`src/rtl/door_input_conditioner_if.sv`:
```
// Signal bundle between the garage door front-end and its environment.
// Raw switch/button levels go in; clean limit levels, the press pulse and the fault flag come out.
interface door_input_conditioner_if;
  logic Btn_Raw;
  logic Up_Sw_Raw;
  logic Dn_Sw_Raw;
  logic UP_Max;
  logic DN_Max;
  logic Activate;
  logic Fault;

  modport master (
    output Btn_Raw, Up_Sw_Raw, Dn_Sw_Raw,
    input  UP_Max, DN_Max, Activate, Fault
  );

  modport slave (
    input  Btn_Raw, Up_Sw_Raw, Dn_Sw_Raw,
    output UP_Max, DN_Max, Activate, Fault
  );
endinterface

```
`src/rtl/door_input_conditioner.sv`:
```
// Synchronises and debounces the button and limit switches, emits one Activate pulse per press.
// Raw edge to debounced level: 2 sync flops + DB_CYCLES; Activate one register later.
module door_input_conditioner #(
  parameter int DB_CYCLES      = 8,
  parameter int LOCKOUT_CYCLES = 32,
  parameter int CNT_W          = 8
) (
  input  logic                      CLK,
  input  logic                      RST,
  door_input_conditioner_if.slave   io
);

  localparam int NIN = 3;
  localparam int IDX_BTN = 0;
  localparam int IDX_UP  = 1;
  localparam int IDX_DN  = 2;

  localparam logic [CNT_W-1:0] DB_LAST   = CNT_W'(DB_CYCLES - 1);
  localparam logic [CNT_W-1:0] LOCK_LAST = CNT_W'(LOCKOUT_CYCLES - 1);
  localparam logic [CNT_W-1:0] CNT_ONE   = CNT_W'(1);

  typedef enum logic [1:0] {
    ST_IDLE    = 2'd0,
    ST_PRESSED = 2'd1,
    ST_LOCKOUT = 2'd2
  } state_t;

  logic [NIN-1:0]            raw;
  logic [NIN-1:0]            sync1_q;
  logic [NIN-1:0]            sync2_q;
  logic [NIN-1:0]            stable_q;
  logic [NIN-1:0]            stable_d;
  logic [NIN-1:0][CNT_W-1:0] db_cnt_q;
  logic [NIN-1:0][CNT_W-1:0] db_cnt_d;

  state_t     state_q;
  state_t     state_d;
  logic [CNT_W-1:0] lock_cnt_q;
  logic [CNT_W-1:0] lock_cnt_d;
  logic       btn_prev_q;
  logic       activate_q;
  logic       activate_d;
  logic       fault_q;
  logic       fault_d;
  logic       db_btn;
  logic       btn_rise;

  assign raw = {io.Dn_Sw_Raw, io.Up_Sw_Raw, io.Btn_Raw};

  // Each debouncer flips only after DB_CYCLES consecutive disagreeing samples; any agreement restarts the count.
  always_comb begin
    stable_d = stable_q;
    db_cnt_d = '0;
    for (int i = 0; i < NIN; i++) begin
      if (sync2_q[i] != stable_q[i]) begin
        if (db_cnt_q[i] >= DB_LAST) begin
          stable_d[i] = ~stable_q[i];
        end else begin
          db_cnt_d[i] = db_cnt_q[i] + CNT_ONE;
        end
      end
    end
  end

  always_ff @(posedge CLK or posedge RST) begin
    if (RST) begin
      sync1_q  <= '0;
      sync2_q  <= '0;
      stable_q <= '0;
      db_cnt_q <= '0;
    end else begin
      sync1_q  <= raw;
      sync2_q  <= sync1_q;
      stable_q <= stable_d;
      db_cnt_q <= db_cnt_d;
    end
  end

  assign db_btn   = stable_q[IDX_BTN];
  assign btn_rise = db_btn & ~btn_prev_q;
  assign fault_d  = stable_q[IDX_UP] & stable_q[IDX_DN];

  // Fault is taken from its register, so a limit fault arriving with the press edge does not block it.
  always_comb begin
    state_d    = state_q;
    lock_cnt_d = lock_cnt_q;
    activate_d = 1'b0;
    unique case (state_q)
      ST_IDLE: begin
        if (btn_rise) begin
          state_d    = ST_PRESSED;
          activate_d = ~fault_q;
        end
      end
      ST_PRESSED: begin
        if (!db_btn) begin
          state_d    = ST_LOCKOUT;
          lock_cnt_d = '0;
        end
      end
      ST_LOCKOUT: begin
        if (lock_cnt_q >= LOCK_LAST) begin
          state_d = ST_IDLE;
        end else begin
          lock_cnt_d = lock_cnt_q + CNT_ONE;
        end
      end
      default: begin
        state_d    = ST_IDLE;
        lock_cnt_d = '0;
      end
    endcase
  end

  always_ff @(posedge CLK or posedge RST) begin
    if (RST) begin
      state_q    <= ST_IDLE;
      lock_cnt_q <= '0;
      btn_prev_q <= 1'b0;
      activate_q <= 1'b0;
      fault_q    <= 1'b0;
    end else begin
      state_q    <= state_d;
      lock_cnt_q <= lock_cnt_d;
      btn_prev_q <= db_btn;
      activate_q <= activate_d;
      fault_q    <= fault_d;
    end
  end

  assign io.UP_Max   = stable_q[IDX_UP];
  assign io.DN_Max   = stable_q[IDX_DN];
  assign io.Activate = activate_q;
  assign io.Fault    = fault_q;

endmodule
```
`src/flat_wrapper.sv`:
```
// flat-port wrapper written by rule: the top's interface ports become plain ports
module door_input_conditioner_flat 
#(
  parameter int DB_CYCLES      = 8,
  parameter int LOCKOUT_CYCLES = 32,
  parameter int CNT_W          = 8
)
  (CLK, RST, io_Btn_Raw, io_Up_Sw_Raw, io_Dn_Sw_Raw, io_UP_Max, io_DN_Max, io_Activate, io_Fault);
  door_input_conditioner_if io_i ();
  input  logic CLK;
  input  logic RST;
  input wire logic [$bits(io_i.Btn_Raw)-1:0] io_Btn_Raw;
  input wire logic [$bits(io_i.Up_Sw_Raw)-1:0] io_Up_Sw_Raw;
  input wire logic [$bits(io_i.Dn_Sw_Raw)-1:0] io_Dn_Sw_Raw;
  output wire logic [$bits(io_i.UP_Max)-1:0] io_UP_Max;
  output wire logic [$bits(io_i.DN_Max)-1:0] io_DN_Max;
  output wire logic [$bits(io_i.Activate)-1:0] io_Activate;
  output wire logic [$bits(io_i.Fault)-1:0] io_Fault;
  assign io_i.Btn_Raw = io_Btn_Raw;
  assign io_i.Up_Sw_Raw = io_Up_Sw_Raw;
  assign io_i.Dn_Sw_Raw = io_Dn_Sw_Raw;
  assign io_UP_Max = io_i.UP_Max;
  assign io_DN_Max = io_i.DN_Max;
  assign io_Activate = io_i.Activate;
  assign io_Fault = io_i.Fault;
  door_input_conditioner #(.DB_CYCLES(DB_CYCLES), .LOCKOUT_CYCLES(LOCKOUT_CYCLES), .CNT_W(CNT_W)) u_core (.CLK(CLK), .RST(RST), .io(io_i));
endmodule
```
`config.mk`:
```
export PLATFORM = sky130hd
export DESIGN_NAME = door_input_conditioner_flat
export DESIGN_NICKNAME = d
export VERILOG_FILES = /design/src/rtl/door_input_conditioner_if.sv /design/src/rtl/door_input_conditioner.sv /design/src/flat_wrapper.sv
export SDC_FILE = /design/constraint.sdc
export NUM_CORES = 1
export LEC_CHECK = 0
export BUFFER_PORTS_ARGS = -buffer_cell sky130_fd_sc_hd__buf_2
export CAP_MARGIN = 10
export CORE_ASPECT_RATIO = 1.75
export CORE_MARGIN = 1
export CORE_UTILIZATION = 30
export DETAILED_ROUTE_END_ITERATION = 10
export SYNTH_ARGS = -nofsm -noshare
export SYNTH_HDL_FRONTEND = slang
export SYNTH_SLANG_ARGS = --single-unit
```
`constraint.sdc`:
```
create_clock -name CLK -period 3.6 [get_ports CLK]
set_clock_uncertainty 0.2 [all_clocks]
set_input_delay 0.54 -clock CLK [delete_from_list [all_inputs] [get_ports CLK]]
set_output_delay 0.54 -clock CLK [all_outputs]
set_load 0.005 [all_outputs]
```
==> flow_summary.html <==
<table>
<tr><th>Metric</th><th>Value</th></tr>
<tr><th colspan="2">Clock network</th></tr>
<tr><td>Count of H-tree levels built during CTS</td><td>2</td></tr>
<tr><td>Hold Buf Count CTS</td><td>0</td></tr>
<tr><td>CTS Root Cell</td><td>clkbuf_8</td></tr>
<tr><td>Worst-path clk slew</td><td>0.08 ns</td></tr>
<tr><td>Cts repair resizes</td><td>0</td></tr>
<tr><td>Total clock buffers created by CTS</td><td>5</td></tr>
<tr><td>Number of buffers inserted to repair setup after CTS</td><td>0</td></tr>
<tr><td>Maximum buffer depth of the clock tree</td><td>2</td></tr>
<tr><td>TritonCTS clock tree</td><td>done</td></tr>
<tr><td>Number of sinks driven by the clock tree</td><td>46</td></tr>
<tr><td>Clock latency at the later pin of the worst-skew pair</td><td>0.29 ns</td></tr>
<tr><th colspan="2">STA</th></tr>
<tr><td>Maximum operating frequency</td><td>567 MHz</td></tr>
<tr><td>Worst-case setup margin in the final layout</td><td>1.84 ns</td></tr>
<tr><td>Endpoints failing setup</td><td>0</td></tr>
<tr><td>Total count of hold-check failures in the final report</td><td>0</td></tr>
<tr><td>Unrepaired setup endpoints after global routing</td><td>false</td></tr>
<tr><td>Setup TNS after final layout</td><td>0 ns</td></tr>
<tr><td>Worst slew pin tran</td><td>0.936 ns</td></tr>
<tr><td>Fin crit share</td><td>49.0%</td></tr>
<tr><td>Fin crit period</td><td>1.76 ns</td></tr>
<tr><td>Relative slew slack</td><td>37.5%</td></tr>
<tr><td>Total count of max-transition violations in the final report</td><td>0</td></tr>
<tr><th colspan="2">Global routing</th></tr>
<tr><td>Global-route usage over all layers</td><td>10.6%</td></tr>
<tr><td>Wire length of the first global-routing pass</td><td>4630 µm</td></tr>
<tr><td>Maximum number of pins on one net before global-route repair</td><td>47</td></tr>
<tr><td>Global-route congestion overflow total</td><td>0</td></tr>
<tr><td>Number of global-route vias before repair</td><td>1090</td></tr>
<tr><td>Number of antenna violations at the first check in global routing</td><td>0</td></tr>
<tr><th colspan="2">Pwr</th></tr>
<tr><td>Areal power density over the cells</td><td>572 nW/µm²</td></tr>
<tr><td>Post-route total power</td><td>1120 µW</td></tr>
<tr><td>Worst ir drop on vdd</td><td>0.000226 V</td></tr>
<tr><td>Leakage power</td><td>0.000882 µW</td></tr>
<tr><th colspan="2">Placed design</th></tr>
<tr><td>Count of port buffers added during placement</td><td>8</td></tr>
<tr><td>Placed Area</td><td>1850 µm²</td></tr>
<tr><td>Detail Placement HPWL</td><td>1750 µm</td></tr>
<tr><td>Dpl ws</td><td>1.87 ns</td></tr>
<tr><td>GPL Wtd Cong</td><td>0.776</td></tr>
<tr><th colspan="2">Worst setup path</th></tr>
<tr><td>Highest fanout seen on the critical path</td><td>8</td></tr>
<tr><td>Signal arrival time at the worst endpoint</td><td>1.75 ns</td></tr>
<tr><td>Type of element launching the critical path</td><td>register</td></tr>
<tr><td>Peak per-stage delay on the critical path</td><td>0.63 ns</td></tr>
<tr><td>Endpoint required time on the critical path</td><td>3.58 ns</td></tr>
<tr><td>Setup CP Type</td><td>reg2reg</td></tr>
<tr><td>Endpoint type of the worst setup path</td><td>register</td></tr>
<tr><td>Cell type group with the largest total delay on the critical path</td><td>simple AND/OR/NAND/NOR gates</td></tr>
<tr><td>Crit path buf inv count</td><td>0</td></tr>
<tr><td>CP max stage cell</td><td>nor4b_2</td></tr>
<tr><td>CP Cell Sequence</td><td>nor4b_2 &gt; a21oi_1 &gt; a221o_1</td></tr>
<tr><th colspan="2">Layout</th></tr>
<tr><td>Area of all placed cells without fillers</td><td>1950 µm²</td></tr>
<tr><td>Nets</td><td>164</td></tr>
<tr><td>Fraction of the core area covered by cells at the end of the flow</td><td>36.6%</td></tr>
<tr><td>Fraction of final layout cells with drive strength greater than 1</td><td>11.5%</td></tr>
<tr><td>Syn-to-layout area delta</td><td>16.5%</td></tr>
<tr><td>Antenna Diode Count</td><td>0</td></tr>
<tr><td>Filler cell count</td><td>547</td></tr>
<tr><th colspan="2">Drt</th></tr>
<tr><td>Per-cell via count in the routed design</td><td>4.45</td></tr>
<tr><td>Total iterations of the first detailed-routing run</td><td>5</td></tr>
<tr><td>Final ANT Viol Nets</td><td>0</td></tr>
<tr><td>Iteration-0 DRC count of the detailed router</td><td>37</td></tr>
<tr><td>Average wire length per cell after detail routing</td><td>11.0 µm</td></tr>
<tr><td>Count of unresolved DRC violations after routing</td><td>0</td></tr>
<tr><td>Total Routed Length</td><td>2530 µm</td></tr>
<tr><td>Total number of vias</td><td>1024</td></tr>
<tr><th colspan="2">Die</th></tr>
<tr><td>Initial core utilization</td><td>31.4%</td></tr>
<tr><td>Die Y</td><td>101 µm</td></tr>
<tr><td>I/O pins</td><td>9</td></tr>
<tr><td>X dimension of the die</td><td>58.5 µm</td></tr>
<tr><td>Standard cell core area</td><td>5340 µm²</td></tr>
<tr><td>Number of rows in the core area</td><td>35</td></tr>
<tr><td>Die area</td><td>5910 µm²</td></tr>
<tr><th colspan="2">Logic synthesis</th></tr>
<tr><td>Number of enable flip-flop cells after synthesis</td><td>0</td></tr>
<tr><td>Post-synthesis cell area</td><td>1680 µm²</td></tr>
<tr><td>Top_reg_cell synth</td><td>dfrtp_1</td></tr>
<tr><td>Average cell area after synthesis</td><td>12.9 µm²</td></tr>
<tr><td>Cell count after synthesis</td><td>130</td></tr>
<tr><td>Register area share after synthesis</td><td>68.6%</td></tr>
<tr><td>Post-synth ARST share</td><td>100%</td></tr>
<tr><td>Synth unique cells</td><td>32</td></tr>
<tr><td>Yosys synthesis warning count</td><td>0</td></tr>
<tr><td>Post-synthesis sequential element count</td><td>46</td></tr>
<tr><th colspan="2">Worst hold path</th></tr>
<tr><td>Class of the tightest hold or removal check</td><td>in2reg</td></tr>
<tr><th colspan="2">Job</th></tr>
<tr><td>Total of max-cap violations</td><td>0</td></tr>
<tr><th colspan="2">Run status</th></tr>
<tr><td>Status</td><td>complete, no violations</td></tr>
</table>
layer usage:
metal  up-vias  global-route usage, %  share of wire [%]
li1        490                      -                  -
met1       512                   10.8                 41
met2        16                   18.0                 53
met3         6                   3.08                3.2
met4         0                   7.14                2.2
met5         -                      0                  0
cell type report:
cell class / count / area (µm²) / share of cell area, %
flip-flops and latches: 46 / 1150 / 58.9
multi-input cells: 88 / 542 / 27.7
well taps: 74 / 92.6 / 4.74
clock buffers: 7 / 76.3 / 3.91
repair buffers: 8 / 40.0 / 2.05
clock inverters: 1 / 30.0 / 1.54
inverters: 6 / 22.5 / 1.15
where the power goes:
group	internal, µW	total (µW)	switching (µW)
logic	62.7	147	84.6
registers	558	602	44.4
clock network	208	368	161
logic make-up (layout without fill, tap and decap cells):
kind of cell    count (synthesis)  count (layout)  synth area share [%]
xor+xnor                        3               3                  1.57
mux                             3               3                  2.01
other cells                     1              12                 0.223
flops                          46              46                  68.6
buf+inv                         7              22                  1.57
fa+ha+maj                       4               4                  2.98
simple gates                   45              45                  14.3
compound gates                 21              21                  8.73
per-stage QoR:
stage,hold slack (ns),instances
after global routing,0.129,230
after CTS,0.135,230
after floorplan,0.131,141
after detailed placement,0.136,222
after global placement,0.132,222
final,0.147,230
cell usage after synthesis (2+ instances only):
| cell | number | share of area [%] |
|---|---|---|
| nor4_1 | 4 | 1.5 |
| and2_1 | 2 | 0.75 |
| a21boi_1 | 2 | 0.89 |
| nor2_1 | 13 | 2.9 |
| mux2_1 | 3 | 2.0 |
| dfrtp_1 | 46 | 69 |
| a21oi_1 | 9 | 2.7 |
| nand3b_1 | 3 | 1.3 |
| nand3_1 | 5 | 1.5 |
| nor3_1 | 3 | 0.89 |
| inv_1 | 5 | 1.1 |
| ha_1 | 4 | 3.0 |
| nand4_1 | 2 | 0.75 |
| xnor2_1 | 3 | 1.6 |
| nand2_1 | 7 | 1.6 |
| nand2b_1 | 2 | 0.75 |
| o21ai_0 | 2 | 0.60 |
worst paths after layout:
kind,cells past startpoint,startpoint,slack (ns),end
min reg2reg,0,u_core.sync1_q[0],0.15,u_core.sync2_q[0]
max in group asynchronous,2,RST,2.37,u_core.db_cnt_q[0]
min,1,io_Dn_Sw_Raw,0.15,u_core.sync1_q[2]
min in group asynchronous,2,RST,0.26,u_core.db_cnt_q[8]
max,3,u_core.lock_cnt_q[5],1.84,u_core.lock_cnt_q[0]
max reg2reg,3,u_core.lock_cnt_q[5],1.84,u_core.lock_cnt_q[0]
state kept, by name (all words and copies together) (netlist names):
| signal | flops |
|---|---|
| u_core.btn_prev_q | 1 |
| u_core.db_cnt_q | 24 |
| u_core.io.Activate | 1 |
| u_core.io.Fault | 1 |
| u_core.lock_cnt_q | 8 |
| u_core.stable_q | 3 |
| u_core.state_q | 2 |
| u_core.sync1_q | 3 |
| u_core.sync2_q | 3 |
cell usage in the layout (no fill, tap or decap), types with 3 or more instances in the layout:
master    Yosys  routed
dfrtp_1      46      46
nor2_1       13      13
conb_1        1      12
a21oi_1       9       9
buf_2         0       8
nand2_1       7       7
nand3_1       5       5
clkbuf_8      0       5
nor4_1        4       4
inv_1         5       4
ha_1          4       4
xnor2_1       3       3
nor3_1        3       3
nand3b_1      3       3
mux2_1        3       3
Note: power is estimated with default switching activity, not from simulation.
